**src/rtl/ysyx_2022040010_wb_ctrl_pkg.sv**
```systemverilog
// Shared definitions for the writeback controller: register file geometry,
// common constants and the load size encoding.
package ysyx_2022040010_wb_ctrl_pkg;

    localparam int XLEN = 64;
    localparam int NREG = 32;
    localparam int AW   = 5;

    typedef logic [XLEN-1:0] reg_bus_t;
    typedef logic [AW-1:0]   reg_addr_t;

    localparam int       REG_NUM      = NREG;
    localparam reg_bus_t ZERO_WORD    = '0;
    localparam logic     WRITE_ENABLE = 1'b1;

    // Load access size as presented on lsu_size.
    typedef enum logic [1:0] {
        SZ_B = 2'd0,
        SZ_H = 2'd1,
        SZ_W = 2'd2,
        SZ_D = 2'd3
    } lsu_size_e;

endpackage

```
**src/rtl/ysyx_2022040010_wb_ctrl_if.sv**
```systemverilog
// Bundle of all result, issue, scoreboard and register-file write signals.
// Handshake rule for both result channels: a transfer happens on a rising
// clk edge where valid && ready are both high; the producer keeps its
// payload stable while valid is high and ready is low.
interface ysyx_2022040010_wb_ctrl_if;
    import ysyx_2022040010_wb_ctrl_pkg::*;

    logic      alu_valid;
    logic      alu_ready;
    logic      alu_wen;
    reg_addr_t alu_rd;
    reg_bus_t  alu_data;

    logic      lsu_valid;
    logic      lsu_ready;
    reg_addr_t lsu_rd;
    logic [1:0] lsu_size;
    logic      lsu_signed;
    reg_bus_t  lsu_data;

    logic      iss_valid;
    reg_addr_t iss_rd;
    logic      iss_ready;

    reg_addr_t chk_rs1;
    reg_addr_t chk_rs2;
    logic      rs1_busy;
    logic      rs2_busy;

    logic      rf_we;
    reg_addr_t rf_waddr;
    reg_bus_t  rf_wdata;
    logic [63:0] wb_count;

    // Producer / decode / register-file side.
    modport master (
        output alu_valid, alu_wen, alu_rd, alu_data,
        output lsu_valid, lsu_rd, lsu_size, lsu_signed, lsu_data,
        output iss_valid, iss_rd, chk_rs1, chk_rs2,
        input  alu_ready, lsu_ready, iss_ready, rs1_busy, rs2_busy,
        input  rf_we, rf_waddr, rf_wdata, wb_count
    );

    // Writeback controller side.
    modport slave (
        input  alu_valid, alu_wen, alu_rd, alu_data,
        input  lsu_valid, lsu_rd, lsu_size, lsu_signed, lsu_data,
        input  iss_valid, iss_rd, chk_rs1, chk_rs2,
        output alu_ready, lsu_ready, iss_ready, rs1_busy, rs2_busy,
        output rf_we, rf_waddr, rf_wdata, wb_count
    );

endinterface

```
**src/rtl/ysyx_2022040010_load_ext.sv**
```systemverilog
// Load data extension: picks the byte/half/word from the low bits of the raw
// load data and sign- or zero-extends it to the full register width.
module ysyx_2022040010_load_ext
    import ysyx_2022040010_wb_ctrl_pkg::*;
(
    input  logic [1:0] size,
    input  logic       sext,
    input  reg_bus_t   raw,
    output reg_bus_t   data
);

    // Select width and fill the upper bits with the sign or with zeros.
    always_comb begin
        data = raw;
        case (size)
            SZ_B:    data = {{(XLEN-8){sext & raw[7]}}, raw[7:0]};
            SZ_H:    data = {{(XLEN-16){sext & raw[15]}}, raw[15:0]};
            SZ_W:    data = {{(XLEN-32){sext & raw[31]}}, raw[31:0]};
            default: data = raw;
        endcase
    end

endmodule

```
**src/rtl/ysyx_2022040010_wb_ctrl.sv**
```systemverilog
// Writeback controller: arbitrates ALU and load results onto the single
// register file write port, keeps a pending-load scoreboard for decode and
// counts committed register writes.
module ysyx_2022040010_wb_ctrl
    import ysyx_2022040010_wb_ctrl_pkg::*;
(
    input  logic clk,
    input  logic rst,
    ysyx_2022040010_wb_ctrl_if.slave bus
);

    logic            alu_fire;
    logic            lsu_fire;
    logic            commit;
    reg_bus_t        lsu_ext;
    logic [NREG-1:0] pending_q;
    logic [NREG-1:0] pend_set;
    logic [NREG-1:0] pend_clr;
    logic            rf_we_q;
    reg_addr_t       rf_waddr_q;
    reg_bus_t        rf_wdata_q;
    logic [63:0]     wb_count_q;

    // The LSU holds the older instruction, so it always wins the write port.
    assign bus.lsu_ready = !rst;
    assign bus.alu_ready = !rst && !bus.lsu_valid;
    assign lsu_fire      = bus.lsu_valid && bus.lsu_ready;
    assign alu_fire      = bus.alu_valid && bus.alu_ready;

    // Bit 0 of the scoreboard is never set, so x0 always reads not-busy.
    assign bus.iss_ready = !rst && !pending_q[bus.iss_rd];
    assign bus.rs1_busy  = !rst && pending_q[bus.chk_rs1];
    assign bus.rs2_busy  = !rst && pending_q[bus.chk_rs2];

    assign bus.rf_we    = rf_we_q;
    assign bus.rf_waddr = rf_waddr_q;
    assign bus.rf_wdata = rf_wdata_q;
    assign bus.wb_count = wb_count_q;

    ysyx_2022040010_load_ext u_load_ext (
        .size (bus.lsu_size),
        .sext (bus.lsu_signed),
        .raw  (bus.lsu_data),
        .data (lsu_ext)
    );

    // Decide whether the accepted result (if any) really writes a register.
    always_comb begin
        commit = 1'b0;
        if (lsu_fire) begin
            commit = (bus.lsu_rd != '0);
        end else if (alu_fire) begin
            commit = bus.alu_wen && (bus.alu_rd != '0);
        end
    end

    // Scoreboard update masks; applying set after clear makes set win.
    always_comb begin
        pend_set = '0;
        pend_clr = '0;
        if (lsu_fire) begin
            pend_clr[bus.lsu_rd] = 1'b1;
        end
        if (bus.iss_valid && bus.iss_ready && (bus.iss_rd != '0)) begin
            pend_set[bus.iss_rd] = 1'b1;
        end
    end

    // Pending-load scoreboard register.
    always_ff @(posedge clk) begin
        if (rst) begin
            pending_q <= '0;
        end else begin
            pending_q <= (pending_q & ~pend_clr) | pend_set;
        end
    end

    // Registered write port and commit counter.
    always_ff @(posedge clk) begin
        if (rst) begin
            rf_we_q    <= 1'b0;
            rf_waddr_q <= '0;
            rf_wdata_q <= ZERO_WORD;
            wb_count_q <= '0;
        end else begin
            rf_we_q <= commit ? WRITE_ENABLE : 1'b0;
            if (lsu_fire) begin
                rf_waddr_q <= bus.lsu_rd;
                rf_wdata_q <= lsu_ext;
            end else if (alu_fire) begin
                rf_waddr_q <= bus.alu_rd;
                rf_wdata_q <= bus.alu_data;
            end
            if (commit) begin
                wb_count_q <= wb_count_q + 64'd1;
            end
        end
    end

endmodule

```
**src/flat_wrapper.sv**
```systemverilog
// flat-port wrapper written by rule: the top's interface ports become plain ports
module ysyx_2022040010_wb_ctrl_flat import ysyx_2022040010_wb_ctrl_pkg::*;
  (clk, rst, bus_alu_valid, bus_alu_wen, bus_alu_rd, bus_alu_data, bus_lsu_valid, bus_lsu_rd, bus_lsu_size, bus_lsu_signed, bus_lsu_data, bus_iss_valid, bus_iss_rd, bus_chk_rs1, bus_chk_rs2, bus_alu_ready, bus_lsu_ready, bus_iss_ready, bus_rs1_busy, bus_rs2_busy, bus_rf_we, bus_rf_waddr, bus_rf_wdata, bus_wb_count);
  ysyx_2022040010_wb_ctrl_if bus_i ();
  input  logic clk;
  input  logic rst;
  input wire logic [$bits(bus_i.alu_valid)-1:0] bus_alu_valid;
  input wire logic [$bits(bus_i.alu_wen)-1:0] bus_alu_wen;
  input wire logic [$bits(bus_i.alu_rd)-1:0] bus_alu_rd;
  input wire logic [$bits(bus_i.alu_data)-1:0] bus_alu_data;
  input wire logic [$bits(bus_i.lsu_valid)-1:0] bus_lsu_valid;
  input wire logic [$bits(bus_i.lsu_rd)-1:0] bus_lsu_rd;
  input wire logic [$bits(bus_i.lsu_size)-1:0] bus_lsu_size;
  input wire logic [$bits(bus_i.lsu_signed)-1:0] bus_lsu_signed;
  input wire logic [$bits(bus_i.lsu_data)-1:0] bus_lsu_data;
  input wire logic [$bits(bus_i.iss_valid)-1:0] bus_iss_valid;
  input wire logic [$bits(bus_i.iss_rd)-1:0] bus_iss_rd;
  input wire logic [$bits(bus_i.chk_rs1)-1:0] bus_chk_rs1;
  input wire logic [$bits(bus_i.chk_rs2)-1:0] bus_chk_rs2;
  output wire logic [$bits(bus_i.alu_ready)-1:0] bus_alu_ready;
  output wire logic [$bits(bus_i.lsu_ready)-1:0] bus_lsu_ready;
  output wire logic [$bits(bus_i.iss_ready)-1:0] bus_iss_ready;
  output wire logic [$bits(bus_i.rs1_busy)-1:0] bus_rs1_busy;
  output wire logic [$bits(bus_i.rs2_busy)-1:0] bus_rs2_busy;
  output wire logic [$bits(bus_i.rf_we)-1:0] bus_rf_we;
  output wire logic [$bits(bus_i.rf_waddr)-1:0] bus_rf_waddr;
  output wire logic [$bits(bus_i.rf_wdata)-1:0] bus_rf_wdata;
  output wire logic [$bits(bus_i.wb_count)-1:0] bus_wb_count;
  assign bus_i.alu_valid = bus_alu_valid;
  assign bus_i.alu_wen = bus_alu_wen;
  assign bus_i.alu_rd = bus_alu_rd;
  assign bus_i.alu_data = bus_alu_data;
  assign bus_i.lsu_valid = bus_lsu_valid;
  assign bus_i.lsu_rd = bus_lsu_rd;
  assign bus_i.lsu_size = bus_lsu_size;
  assign bus_i.lsu_signed = bus_lsu_signed;
  assign bus_i.lsu_data = bus_lsu_data;
  assign bus_i.iss_valid = bus_iss_valid;
  assign bus_i.iss_rd = bus_iss_rd;
  assign bus_i.chk_rs1 = bus_chk_rs1;
  assign bus_i.chk_rs2 = bus_chk_rs2;
  assign bus_alu_ready = bus_i.alu_ready;
  assign bus_lsu_ready = bus_i.lsu_ready;
  assign bus_iss_ready = bus_i.iss_ready;
  assign bus_rs1_busy = bus_i.rs1_busy;
  assign bus_rs2_busy = bus_i.rs2_busy;
  assign bus_rf_we = bus_i.rf_we;
  assign bus_rf_waddr = bus_i.rf_waddr;
  assign bus_rf_wdata = bus_i.rf_wdata;
  assign bus_wb_count = bus_i.wb_count;
  ysyx_2022040010_wb_ctrl u_core (.clk(clk), .rst(rst), .bus(bus_i));
endmodule
```
**config.mk**
```make
export PLATFORM = sky130hd
export DESIGN_NAME = ysyx_2022040010_wb_ctrl_flat
export DESIGN_NICKNAME = d
export VERILOG_FILES = /design/src/rtl/ysyx_2022040010_wb_ctrl_pkg.sv /design/src/rtl/ysyx_2022040010_wb_ctrl_if.sv /design/src/rtl/ysyx_2022040010_load_ext.sv /design/src/rtl/ysyx_2022040010_wb_ctrl.sv /design/src/flat_wrapper.sv
export SDC_FILE = /design/constraint.sdc
export NUM_CORES = 1
export LEC_CHECK = 0
export ABC_CLOCK_PERIOD_IN_PS = 2300
export CORE_ASPECT_RATIO = 1.4
export CORE_MARGIN = 2
export CORE_UTILIZATION = 27
export DETAILED_ROUTE_END_ITERATION = 6
export MAX_ROUTING_LAYER = met4
export PLACE_DENSITY = 0.64
export SLEW_MARGIN = 15
export SYNTH_ARGS = -nofsm -noshare
export SYNTH_HDL_FRONTEND = slang
export SYNTH_SLANG_ARGS = --single-unit
export TNS_END_PERCENT = 10
```
**constraint.sdc**
```tcl
create_clock -name clk -period 2.3 [get_ports clk]
set_input_delay 0.23 -clock clk [delete_from_list [all_inputs] [get_ports clk]]
set_output_delay 0.23 -clock clk [all_outputs]
set_load 0.01 [all_outputs]
```
---- Word-level counts from Yosys, hierarchy flattened ----
Cells that the tools add are included.
storage, ports and cells
  word-level logic and storage cells ...... 59
  input port bits ......................... 162
  output and inout port bits .............. 139
  bits in registers ....................... 166
cells by class
  add/sub/neg operators ................... 1
  order comparisons ....................... 6
  bitwise operators ....................... 6
  reductions and logical operators ........ 19
  equality and inequality tests ........... 2
  muxes and demuxes ....................... 20
operators with widths
  cell                                                                          count
  64-bit one-hot mux with 3 select lines                                        1
  64-bit 2-to-1 mux                                                             2
  64-bit by 1-bit adder with 64-bit output, second input constant               1
  32-bit 2-to-1 mux                                                             2
  32-bit bitwise AND                                                            1
  32-bit inverter                                                               1
  32-bit OR                                                                     1
  5-bit by 6-bit less-than comparator with 1-bit output, second input constant  4
  1-bit binary-select mux with 5-bit select                                     3
  5-bit nonzero test                                                            3
  1-bit logical AND                                                             11
  1-bit demux with 5-bit select                                                 2
  5-bit by 1-bit >= comparator with 1-bit output, second input constant         2
  5-bit 2-to-1 mux                                                              2
  1-bit 2-to-1 mux                                                              8
  1-bit bitwise AND                                                             3
  1-bit logical NOT                                                             3
  2-bit by 1-bit equality test with 1-bit output, second input constant         1
  2-bit equality test, second input constant                                    1
  2-bit logical NOT                                                             1
  2-bit nonzero test                                                            1

---- Logic depth before layout (Yosys ltp) ----
  depth after elaboration ................. 8
  depth in mapped cells ................... 9
  mapped depth without buffers ............ 6

---- Cells and area by module ----
From an unflattened synthesis, not the netlist that was laid out.
unflattened totals
  cell total of the unflattened synthesis .. 1146
  area total of the unflattened synthesis .. 9344.0 um^2
by module, submodules not included
  module                    instances  cells each  sequential area each (um^2)  area an instance (um^2)
  ysyx_2022040010_wb_ctrl   1          997         3323.2                       8423.1
  ysyx_2022040010_load_ext  1          149         0.0                          920.9

---- Least setup slack after synthesis ----
No wires, ideal clock.
  path type ............................... input port to output port
  start ................................... input bus_iss_rd[0]
  end ..................................... output bus_iss_ready
  data arrival time ....................... 2364 ps
  data required time ...................... 2070 ps
  path buffers ............................ 2
  slack ................................... -294 ps
  stages on the path ...................... 6
  cells stage by stage .................... clkbuf_1 buf_1 mux4_2 mux2i_1 a21oi_1 a2111oi_0
on the way
  longest elaborated chain between the ends .. 4
RTL lines
  what                                       line                           RTL
  start: declaration                         flat_wrapper.sv:17             input wire logic [$bits(bus_i.iss_rd)-1:0] bus_iss_rd;
  1-bit binary-select mux with 5-bit select  ysyx_2022040010_wb_ctrl.sv:31  assign bus.iss_ready = !rst && !pending_q[bus.iss_rd];
  1-bit 2-to-1 mux (not written as such)     ysyx_2022040010_wb_ctrl.sv:31
  1-bit logical NOT                          ysyx_2022040010_wb_ctrl.sv:31
  1-bit logical AND                          ysyx_2022040010_wb_ctrl.sv:31
  end: declaration                           flat_wrapper.sv:22             output wire logic [$bits(bus_i.iss_ready)-1:0] bus_iss_ready;
No other way between the ends. The select of a mux whose other input is x is not followed.

---- Final worst setup path ----
  start ................................... register u_core.pending_q[7]
  end ..................................... output bus_iss_ready
on the way
  longest elaborated chain between the ends .. 4
RTL lines
  what                                       line                           RTL
  start: declaration                         ysyx_2022040010_wb_ctrl.sv:16  logic [NREG-1:0] pending_q;
  start signal: assignment                   ysyx_2022040010_wb_ctrl.sv:74  pending_q <= (pending_q & ~pend_clr) | pend_set;
  1-bit binary-select mux with 5-bit select  ysyx_2022040010_wb_ctrl.sv:31
  1-bit 2-to-1 mux (not written as such)     ysyx_2022040010_wb_ctrl.sv:31
  1-bit logical NOT                          ysyx_2022040010_wb_ctrl.sv:31
  1-bit logical AND                          ysyx_2022040010_wb_ctrl.sv:31
No other way between the ends. The select of a mux whose other input is x is not followed.

==> results.tsv <==
stage	metric	value	unit
clock_tree	H-tree levels	4	
drt	final WL	33600	µm
setup_path	worst-case reg-to-reg path depth	6	
min_path	HP Class	in2reg	
placement	Port Buffers	300	
synth	Post-Syn Nets	1206	
drt	# DRC	0	
die	full die area	34100	µm²
synth	Yosys Warn Count	0	
power_and_ir_drop	Max VDD drop	0.471	mV
setup_path	CP startpoint kind	register	
die	core area	32300	µm²
min_path	hold-critical path depth	3	
setup_path	crit-path max FO	2	
setup_path	Critical Path AT	2.16	ns
power_and_ir_drop	switching power	1.94	mW
finish	Post-layout nets	1557	
die	# rows	78	
timing	endpoints failing setup	2	
synth	flops & latches, synth	166	
placement	dpl cells	1814	
setup_path	worst path required time	2.07	ns
timing	fin crit share	104	%
clock_tree	CTS tree	built	
status	failing checks	negative setup slack	
synth	FFs w/ async S/R, synth	0	%
synth	predominant post-synthesis flop cell	dfxtp_1	
setup_path	reg2reg start	u_core.bus.wb_count[9]$_SDFFE_PP0P_	
timing	Worst Skew	0.0128	ns
finish	commonest non-fill, non-tap cell in the layout	clkdlybuf4s50_1	
drt	Detail Route Antenna Nets	0	
power_and_ir_drop	Cell Int Power	5.40	mW
clock_tree	TritonCTS Buffers	17	
finish	non-filler instance count after layout	1852	
finish	Post-Route Utilization	42.2	%
power_and_ir_drop	Leak Pwr	4.77	nW
clock_tree	CTS Sinks	166	
min_path	Endpoint, Worst Hold	u_core.bus.rf_waddr[1]$_SDFFE_PP0P_	
synth	area of the mapped netlist	8800	µm²
drt	via count	9606	
timing	PnR worst setup slack	-0.0938	ns
clock_tree	setup bufs post-CTS	0	
timing	Max Slew Vio Count	0	
clock_tree	Clock Path Buffers	2	
clock_tree	Hold Buf Count CTS	0	
power_and_ir_drop	part of the power in combinational logic	16.6	%
drt	Initial DRT Pass Iterations	5	
setup_path	WS Path Type	reg2out	
clock_tree	Clk pin slew, worst setup/hold paths	0.07	ns
global_route	initial antenna violation count	5	
clock_tree	clock latency on the worst-skew pair	0.46	ns
drt	First DRT Iteration DRCs	570	
timing	RSZ-0062 raised after global routing	true	
synth	Post-synth EDFFs	0	
synth	Post-Syn Instances	1043	
timing	worst slew pin tran	0.792	ns
finish	share of layout cells above drive strength 1	15.2	%
finish	Sequential Area	3330	µm²
status	status	finished with violations	
global_route	GRT Total Usage	20.0	%
synth	Netlist cell types	62	
timing	post-layout min period	2.39	ns
drt	DR vias/cell	5.19	
die	Die W	157	µm
die	Chip Height	218	µm
die	Initial Util	27.3	%
timing	slew margin rel.	47.1	%
finish	most frequent cells in the layout	293 x clkdlybuf4s50_1, 164 x dfxtp_1, 157 x a21oi_1, 115 x buf_4, 83 x nor2_1	
global_route	first-pass GRT wire length	51500	µm
power_and_ir_drop	sequential power share	41.6	%
placement	DP Area	12900	µm²
setup_path	r2r endpoint	u_core.bus.wb_count[18]$_SDFFE_PP0P_	
setup_path	crit end category	output pin	
run	Max-Cap Viols	0	
finish	Final Cell Area	13600	µm²
finish	area grow syn2layout	54.7	%
global_route	largest net degree at the start of global routing	79	
placement	RD Place Congestion	0.931	
synth	post-synthesis sequential area ratio	37.7	%
min_path	hold path startpoint	rst	
clock_tree	clk root buf	clkbuf_16	
global_route	total congestion overflow	0	
setup_path	r2r setup slk	0.12	ns
drt	Routed WL per cell	18.1	µm
synth	syn_area_per_cell	8.44	µm²
timing	final number of hold-violating endpoints	0	
power_and_ir_drop	Clock Power Share	41.8	%
placement	detailed placement HPWL	24900	µm
power_and_ir_drop	pwr dens	539	nW/µm²
finish	FILL cells	3268	
finish	Multi-input gate area	5100	µm²
power_and_ir_drop	switch share	26.4	%
die	io pins	301	
timing	achievable frequency	418	MHz
global_route	vias in the first global route	9449	
kinds of logic (layout without fill, tap and decap cells):
group / Yosys count / in the layout / share of synthesized area (%)
fa+ha+maj: 1 / 1 / 0.142
flops: 166 / 166 / 37.7
mux: 51 / 51 / 8.46
other cells: 0 / 5 / 0
simple gates: 361 / 361 / 22.0
xor+xnor: 19 / 19 / 1.89
compound gates: 346 / 346 / 24.8
buf+inv: 99 / 463 / 4.97
per-layer routing:
layer | GRT usage (%) | vias to the layer above | wire length (µm)
li1 | - | 4649 | -
met1 | 22.1 | 4599 | 13400
met2 | 34.3 | 297 | 17200
met3 | 3.64 | 61 | 1740
met4 | 10.4 | 0 | 1240
met5 | - | - | 0
flip-flops by register name (all words and copies together), names as in the netlist:
signal and cells:
u_core.bus.rf_we 1, u_core.bus.rf_waddr 5, u_core.bus.wb_count 64, u_core.bus.rf_wdata 64, u_core.pending_q 32
critical path: stages, from the launching register on:
cell and delay, ns:
dfxtp_1 0.32, mux4_2 0.47, nor2b_1 0.16, a211oi_2 0.19, a21oi_2 0.07, a2111oi_2 0.30, buf_2 0.21
layout make-up:
class                   count  share of cell area (%)
inverters                  11                   0.303
multi-input cells         778                    37.4
flip-flops and latches    166                    24.4
clock inverters            13                    1.26
clock buffers              19                    3.25
diodes                      5                  0.0919
repair buffers            420                    29.2
well taps                 440                    4.04
cells in the mapped netlist (5+ instances only):
library cell / number / area [µm²]
a2111oi_0: 8 / 70.1
a211oi_1: 13 / 97.6
a21oi_1: 158 / 791
a2bb2oi_1: 16 / 140
and3_1: 8 / 50.1
buf_1: 8 / 30.0
buf_2: 5 / 25.0
buf_6: 6 / 67.6
clkbuf_1: 65 / 244
dfxtp_1: 166 / 3320
inv_1: 11 / 41.3
mux2_2: 7 / 78.8
mux2i_1: 26 / 260
mux4_2: 18 / 405
nand2_1: 49 / 184
nand3_1: 72 / 360
nand3b_1: 11 / 82.6
nand4_1: 21 / 131
nor2_1: 85 / 319
nor2b_1: 12 / 75.1
nor3_1: 18 / 90.1
nor3b_1: 5 / 37.5
o211ai_1: 22 / 165
o21a_1: 6 / 45.0
o21ai_0: 50 / 250
o31ai_1: 51 / 383
or3_1: 24 / 150
or4_1: 25 / 188
xnor2_1: 14 / 123
xor2_1: 5 / 43.8
power groups by stage:
| stage | Combinational (mW) | Sequential (mW) | Clock [mW] |
|---|---|---|---|
| final | 1.22 | 3.05 | 3.07 |
| after floorplan | 0.452 | 3.15 | 0 |
| after global routing | 1.31 | 3.06 | 3.25 |
| after detailed placement | 1.21 | 3.11 | 0 |
| after CTS | 1.22 | 3.05 | 3.15 |
| after global placement | 1.21 | 3.11 | 0 |
repair_timing:
item,4_1_cts,5_1_grt
endpoints found under the setup margin,5,18
pin swaps,2,2
resized for setup,12,10
stage by stage:
step | power [mW] | hold WS [ns] | TNS [ns] | worst slack (ns)
2_1_floorplan | 3.60 | 0.373 | 0 | 0.0769
3_3_place_gp | 4.32 | 0.453 | -8.77 | -0.854
3_5_place_dp | 4.33 | 0.459 | -10.15 | -0.802
4_1_cts | 7.41 | 0.239 | -0.256 | -0.150
5_1_grt | 7.62 | 0.274 | -0.321 | -0.199
6_report | 7.34 | 0.238 | -0.160 | -0.0938
how the worst max path moves through the flow:
stage | start | endpoint | slack, ns | cells after the start
floorplan | u_core.bus.wb_count[3]$_SDFFE_PP0P_ | u_core.bus.wb_count[63]$_SDFFE_PP0P_ | 0.08 | 6
global placement | bus_iss_rd[0] | bus_iss_ready | -0.85 | 7
detailed placement | bus_iss_rd[0] | bus_iss_ready | -0.80 | 7
CTS | u_core.pending_q[7]$_SDFF_PP0_ | bus_iss_ready | -0.15 | 6
global route | u_core.pending_q[7]$_SDFF_PP0_ | bus_iss_ready | -0.20 | 6
finish | u_core.pending_q[7]$_SDFF_PP0_ | bus_iss_ready | -0.09 | 6
Note: power is estimated with default switching activity, not from simulation.
